--- src/rtl/sprite_plotter_pkg.sv ---
// Shared definitions for the sprite plotter: screen geometry, named
// colours, the redraw FSM state type and an on-screen test helper.
package sprite_plotter_pkg;

    // Visible area of the VGA adapter in pixels.
    localparam int SCREEN_W = 160;
    localparam int SCREEN_H = 120;

    // Named colours (3-bit RGB).
    localparam logic [2:0] COL_BLACK = 3'b000;
    localparam logic [2:0] COL_WHITE = 3'b111;

    // Redraw sequencer states.
    typedef enum logic [1:0] {
        IDLE  = 2'd0,
        ERASE = 2'd1,
        DRAW  = 2'd2,
        DONE  = 2'd3
    } state_t;

    // True when a 9-bit coordinate pair lands inside the visible area.
    // Sums are kept 9 bits wide so that anything past the right or bottom
    // edge is rejected instead of wrapping back onto the screen.
    function automatic logic on_screen(input logic [8:0] x, input logic [8:0] y);
        return (x < 9'(SCREEN_W)) && (y < 9'(SCREEN_H));
    endfunction

endpackage

--- src/rtl/sprite_scan_counter.sv ---
// Row-major scan counter over a SIZE x SIZE square. The column field
// advances every enabled cycle and wraps into the row field, so the scan
// starts at (0,0) and visits every pixel of a row before the next row.
// "last" flags the final pixel so the owner can leave its state.
module sprite_scan_counter
    import sprite_plotter_pkg::*;
#(
    parameter int SIZE = 4,
    localparam int HW  = (SIZE > 1) ? $clog2(SIZE) : 1
) (
    input  logic          clk,
    input  logic          reset_n,
    input  logic          clear,
    input  logic          enable,
    output logic [HW-1:0] col,
    output logic [HW-1:0] row,
    output logic          last
);

    // Highest column / row index inside the square.
    localparam logic [HW-1:0] EDGE_MAX = HW'(SIZE - 1);

    // Clear wins over enable so a state can restart the scan on the same
    // edge it finishes the previous one.
    always_ff @(posedge clk) begin
        if (!reset_n) begin
            col <= '0;
            row <= '0;
        end else if (clear) begin
            col <= '0;
            row <= '0;
        end else if (enable) begin
            if (col == EDGE_MAX) begin
                col <= '0;
                if (row == EDGE_MAX) begin
                    row <= '0;
                end else begin
                    row <= row + 1'b1;
                end
            end else begin
                col <= col + 1'b1;
            end
        end
    end

    // Final pixel of the square is bottom-right.
    always_comb begin
        last = (col == EDGE_MAX) && (row == EDGE_MAX);
    end

endmodule

--- src/rtl/sprite_plotter.sv ---
// Sprite plotter: on each accepted frame tick, erases the sprite at its
// previous position (only if it moved) and draws it at the new position,
// one pixel per cycle, into a VGA adapter's pixel-write port.
//
// Handshake: frame_tick is a fire-and-forget request accepted only while
// busy is low; ticks that arrive while busy is high are dropped, not
// queued. plot is a write strobe: vga_x/vga_y/vga_colour are a valid pixel
// in exactly the cycles plot is high, and hold their last values otherwise.
// done pulses for one cycle as the redraw finishes, in the same cycle busy
// falls.
module sprite_plotter
    import sprite_plotter_pkg::*;
#(
    parameter int         SIZE         = 4,
    parameter logic [2:0] ERASE_COLOUR = 3'b000
) (
    input  logic       clk,
    input  logic       reset_n,
    input  logic       frame_tick,
    input  logic [7:0] obj_x,
    input  logic [6:0] obj_y,
    input  logic [2:0] obj_colour,
    output logic [7:0] vga_x,
    output logic [6:0] vga_y,
    output logic [2:0] vga_colour,
    output logic       plot,
    output logic       busy,
    output logic       done,
    output logic [1:0] fsm_state
);

    localparam int HW = (SIZE > 1) ? $clog2(SIZE) : 1;

    state_t          state;

    // Position/colour being drawn this redraw, and where the sprite was
    // left by the last completed redraw.
    logic [7:0]      new_x;
    logic [6:0]      new_y;
    logic [2:0]      new_col;
    logic [7:0]      prev_x;
    logic [6:0]      prev_y;
    logic            prev_valid;

    logic            scan_clear;
    logic            scan_enable;
    logic [HW-1:0]   scan_col;
    logic [HW-1:0]   scan_row;
    logic            scan_last;

    logic            moved;
    logic [7:0]      base_x;
    logic [6:0]      base_y;
    logic [8:0]      sum_x;
    logic [8:0]      sum_y;
    logic [2:0]      pix_colour;
    logic            visible;

    assign fsm_state = state;

    sprite_scan_counter #(
        .SIZE (SIZE)
    ) u_scan (
        .clk     (clk),
        .reset_n (reset_n),
        .clear   (scan_clear),
        .enable  (scan_enable),
        .col     (scan_col),
        .row     (scan_row),
        .last    (scan_last)
    );

    // Scan control: restart on an accepted tick and again when ERASE hands
    // over to DRAW; step once per cycle while emitting pixels.
    always_comb begin
        scan_clear  = 1'b0;
        scan_enable = 1'b0;
        case (state)
            IDLE:    scan_clear  = frame_tick;
            ERASE: begin
                scan_enable = 1'b1;
                scan_clear  = scan_last;
            end
            DRAW:    scan_enable = 1'b1;
            default: ;
        endcase
    end

    // An erase is only worth doing when a previous image exists and the
    // sprite's top-left corner actually moved; a colour-only change is
    // fully covered by the redraw.
    always_comb begin
        moved = prev_valid && ((obj_x != prev_x) || (obj_y != prev_y));
    end

    // Current pixel: origin and colour come from the old image in ERASE and
    // the new one in DRAW; sums are 9 bits so clipping never wraps.
    always_comb begin
        if (state == ERASE) begin
            base_x     = prev_x;
            base_y     = prev_y;
            pix_colour = ERASE_COLOUR;
        end else begin
            base_x     = new_x;
            base_y     = new_y;
            pix_colour = new_col;
        end
        sum_x   = {1'b0, base_x} + 9'(scan_col);
        sum_y   = {2'b00, base_y} + 9'(scan_row);
        visible = on_screen(sum_x, sum_y);
    end

    // Redraw sequencer with registered pixel-port and status outputs.
    always_ff @(posedge clk) begin
        if (!reset_n) begin
            state      <= IDLE;
            plot       <= 1'b0;
            busy       <= 1'b0;
            done       <= 1'b0;
            vga_x      <= '0;
            vga_y      <= '0;
            vga_colour <= '0;
            new_x      <= '0;
            new_y      <= '0;
            new_col    <= '0;
            prev_x     <= '0;
            prev_y     <= '0;
            prev_valid <= 1'b0;
        end else begin
            done <= 1'b0;
            case (state)
                IDLE: begin
                    plot <= 1'b0;
                    if (frame_tick) begin
                        new_x   <= obj_x;
                        new_y   <= obj_y;
                        new_col <= obj_colour;
                        busy    <= 1'b1;
                        state   <= moved ? ERASE : DRAW;
                    end
                end
                ERASE, DRAW: begin
                    // Off-screen pixels still use their cycle but never
                    // strobe plot, and the port keeps its last values.
                    plot <= visible;
                    if (visible) begin
                        vga_x      <= sum_x[7:0];
                        vga_y      <= sum_y[6:0];
                        vga_colour <= pix_colour;
                    end
                    if (scan_last) begin
                        state <= (state == ERASE) ? DRAW : DONE;
                    end
                end
                DONE: begin
                    plot       <= 1'b0;
                    done       <= 1'b1;
                    busy       <= 1'b0;
                    prev_x     <= new_x;
                    prev_y     <= new_y;
                    prev_valid <= 1'b1;
                    state      <= IDLE;
                end
                default: begin
                    plot  <= 1'b0;
                    busy  <= 1'b0;
                    state <= IDLE;
                end
            endcase
        end
    end

endmodule

--- config.mk ---
export PLATFORM = sky130hd
export DESIGN_NAME = sprite_plotter
export DESIGN_NICKNAME = d
export VERILOG_FILES = /design/src/rtl/sprite_plotter_pkg.sv /design/src/rtl/sprite_scan_counter.sv /design/src/rtl/sprite_plotter.sv
export SDC_FILE = /design/constraint.sdc
export NUM_CORES = 1
export LEC_CHECK = 0
export BUFFER_PORTS_ARGS = -buffer_cell sky130_fd_sc_hd__buf_2
export CORE_ASPECT_RATIO = 2
export CORE_MARGIN = 8
export CORE_UTILIZATION = 35
export CTS_BUF_LIST = sky130_fd_sc_hd__clkbuf_16
export CTS_CLUSTER_DIAMETER = 120
export DETAILED_ROUTE_END_ITERATION = 8
export HOLD_SLACK_MARGIN = 0.08
export PLACE_DENSITY = 0.58
export SLEW_MARGIN = 20
export SYNTH_ARGS = -nofsm -noshare
export SYNTH_HDL_FRONTEND = slang
export SYNTH_SLANG_ARGS = --single-unit
--- constraint.sdc ---
create_clock -name clk -period 8.2 [get_ports clk]
set_input_delay 1.64 -clock clk [delete_from_list [all_inputs] [get_ports clk]]
set_output_delay 1.64 -clock clk [all_outputs]
set_load 0.02 [all_outputs]
==> flow_metrics.py <==
metrics = {
    "detailed_routing": {
        "ant_nets": 0,
        "drtIter0Drc": 138,
        "routed_wl_um": 7875,
        "vias": 2582,
        "avgRoutedWirePerCell_um": 15.56,
        "dr.pass1.iters": 4,
        "drc": 0,
        "vias_per_cell": 5.103,
    },
    "global_route": {
        "grt-ovfl-total": 0,
        "grtUsageTotal": 0.1270,
        "grt_start_max_net_pins": 36,
        "grt_first_pass_wirelength_um": 12800,
        "antenna_found_initial": 0,
        "grt_pass1_vias": 2624,
    },
    "floorplanning": {
        "ios": 44,
        "die_w_um": 83.59,
        "die_h_um": 151.2,
        "core_area_um2": 8951,
        "initial_core_util": 0.3573,
        "num_rows": 49,
        "die-area_um2": 12640,
    },
    "cts": {
        "cts_tree": "built",
        "h-tree-depth": 3,
        "path_clk_slew_ps": 50,
        "clock_sinks": 61,
        "holdBufCountCts": 0,
        "cts-root-buf": "clkbuf_16",
        "cts-resized-gates": 0,
        "numCtsBuffers": 9,
        "clockBufferDepth": 2,
        "clock_latency_ps": 330,
        "post_cts_buffers": 0,
    },
    "layout": {
        "diodes": 0,
        "nets": 432,
        "layout-drive-gt1-share": 0.1757,
        "area_growth_pct": 17.61,
        "final_cell_mix": "nand2_1, dfxtp_1, buf_2, mux2i_1, a21oi_1",
        "final_common_cell": "nand2_1",
    },
    "hold_path": {
        "hold_depth": 2,
        "min_path_type": "reg2reg",
    },
    "timing": {
        "fin_setup_tns_ps": 0,
        "setup_viol": 0,
        "relSlewSlack": 0.4946,
        "hold_viol": 0,
        "slew_viol_final": 0,
        "max_freq_mhz": 272.7,
        "finalWorstSetupSlack_ps": 4534,
        "fin_crit_sh": 0.4471,
        "tightest_slew_ps": 758.1,
        "rsz0062_at_grt": "false",
        "clock_skew_ps": 8.921,
        "fin_crit_ps": 3666,
    },
    "worst_setup_path": {
        "cp-start-kind": "flop",
        "reg2regPathDepth": 13,
        "end_kind": "flop",
        "required_ps": 8460,
        "critPathKind": "reg2reg",
        "cp-startpoint": "fsm_state[1]",
        "rrSetupSlack_ps": 4530,
        "crit_end": "vga_y[0]",
        "r2r_end": "vga_y[0]",
        "worstPathMaxFanout": 35,
        "arrival_ps": 3920,
        "r2r-start": "fsm_state[1]",
    },
    "power": {
        "clockPowerShare": 0.374,
        "p_int_uw": 762.1,
        "combPwrFrac": 0.291,
        "seqPwrFrac": 0.335,
        "switchingPower_uw": 368.1,
        "p_per_area_nw_per_um2": 300.5,
        "vdd_drop_max_mv": 0.1271,
        "power.leakage_uw": 0.001493,
        "switching_share": 0.3257,
    },
    "placement": {
        "numPortBuffers": 43,
        "gp_congestion": 0.8530,
        "dp_hpwl_um": 5936,
        "pre_cts_ws_ps": 4546,
    },
    "synth": {
        "synth_fp_nets": 398,
        "synthesis.area_um2": 3198,
        "synth_edf_count": 0,
        "synth-seq-area-share": 0.3818,
        "ys.flop_type": "dfxtp_1",
        "syn_avg_cell_area_um2": 8.762,
        "ys_warn_count": 0,
        "synth-seq-cells": 61,
        "synthCells": 365,
        "synth.distinct_cells": 45,
        "synthArstFlopShare": 0,
    },
    "flow_run": {
        "maxCapViolCount": 0,
    },
    "status": {
        "status": "finished clean",
    },
}
logic make-up after synthesis:
logic type,after synthesis,synth area share
buffers and inverters,32,0.05203
flip-flops,61,0.3818
multiplexers,43,0.1389
AO/OA/AOI/OAI,55,0.1060
AND/OR/NAND/NOR,138,0.2038
XOR/XNOR,24,0.06573
adder cells (fa/ha/maj),12,0.05164
power by group through the flow:
stage | clock, µW | sequential (µW) | combinational, µW
after floorplan | 0 | 403 | 248
after global placement | 0 | 384 | 327
after detailed placement | 0 | 385 | 333
after CTS | 431 | 379 | 334
after global routing | 445 | 384 | 361
final | 423 | 379 | 329
worst max-delay path, cell delays in order, from the launching register on:
cell      delay (ps)
dfxtp_1          390
inv_1             80
ha_1             180
buf_4            250
mux2_2           270
ha_1             160
inv_1             50
fa_1             410
nand4b_1         250
a21oi_1          250
nor4b_1           80
o21ai_1          590
and2_4           400
mux2i_1          210
per-layer routing:
| metal | track usage | routed length, µm | vias to the layer above |
|---|---|---|---|
| met3 | 0.03285 | 292 | 16 |
| met2 | 0.2297 | 4225 | 42 |
| li1 | - | - | 1322 |
| met5 | 0 | 0 | - |
| met4 | 0.07826 | 256 | 0 |
| met1 | 0.1260 | 3100 | 1202 |
cell usage after synthesis (2+ instances only):
library cell   n  share of area
mux2i_1       36           0.11
buf_6          6          0.021
mux2_2         5          0.018
nor2b_1        3         0.0059
nand3_1       10          0.016
o21ai_0        5         0.0078
nor2_1        27          0.032
mux2i_2        2         0.0086
a21oi_1       32          0.050
a211oi_1       3         0.0070
ha_1          10          0.039
xnor2_1        6          0.016
nand4b_1       2         0.0055
a31oi_1        2         0.0039
buf_1          2         0.0023
and2_1         3         0.0059
nand2_1       65          0.076
o21ai_1        3         0.0047
nand4bb_1      2         0.0070
fa_1           2          0.013
nand3b_1       7          0.016
inv_1          9          0.011
clkbuf_1      13          0.015
nor4_1         4         0.0078
nor3_1         3         0.0047
a211oi_2       2         0.0078
dfxtp_1       61           0.38
nand4_1        5         0.0098
xor2_1        18          0.049
a21o_1         2         0.0047
registers in the layout, summed over array words and instances, names as in the netlist:
register and flops:
u_scan.row 2, prev_y 7, plot 1, prev_valid 1, fsm_state 2, u_scan.col 2, new_y 7, vga_x 8
vga_y 7, new_col 3, new_x 8, vga_colour 3, busy 1, prev_x 8, done 1
worst min path at each step:
| stage | from | to | slack [ps] |
|---|---|---|---|
| finish | vga_x[6] | vga_x[6] | 450 |
| detailed placement | vga_x[7] | vga_x[7] | 440 |
| global placement | vga_x[7] | vga_x[7] | 440 |
| floorplan | new_col[0] | new_col[0] | 440 |
| CTS | vga_x[7] | vga_x[7] | 450 |
| global route | vga_x[7] | vga_x[7] | 480 |
through the flow:
| stage | cell area (µm²) | hold slack (ps) | utilization | total power (µW) | instances |
|---|---|---|---|---|---|
| 4_1_cts | 3759 | 448.2 | 0.4199 | 1144 | 506 |
| 3_3_place_gp | 3427 | 439.0 | 0.3829 | 711.2 | 490 |
| 2_1_floorplan | 3198 | 436.4 | - | 651.0 | 365 |
| 5_1_grt | 3761 | 480.0 | 0.4202 | 1190 | 506 |
| 6_report | 3761 | 445.7 | 0.4202 | 1130 | 506 |
| 3_5_place_dp | 3427 | 441.8 | 0.3829 | 718.0 | 490 |
area by class of cell:
class | instances | area (µm²)
Timing Repair Buffer | 45 | 230.2
Clock inverter | 7 | 106.4
Tap cell | 102 | 127.6
Clock buffer | 9 | 225.2
Inverter | 10 | 37.54
Sequential cell | 61 | 1221
Fill cell | 916 | 5190
Multi-Input combinational cell | 272 | 1813
No activity file was read; power rests on OpenSTA's default activity.
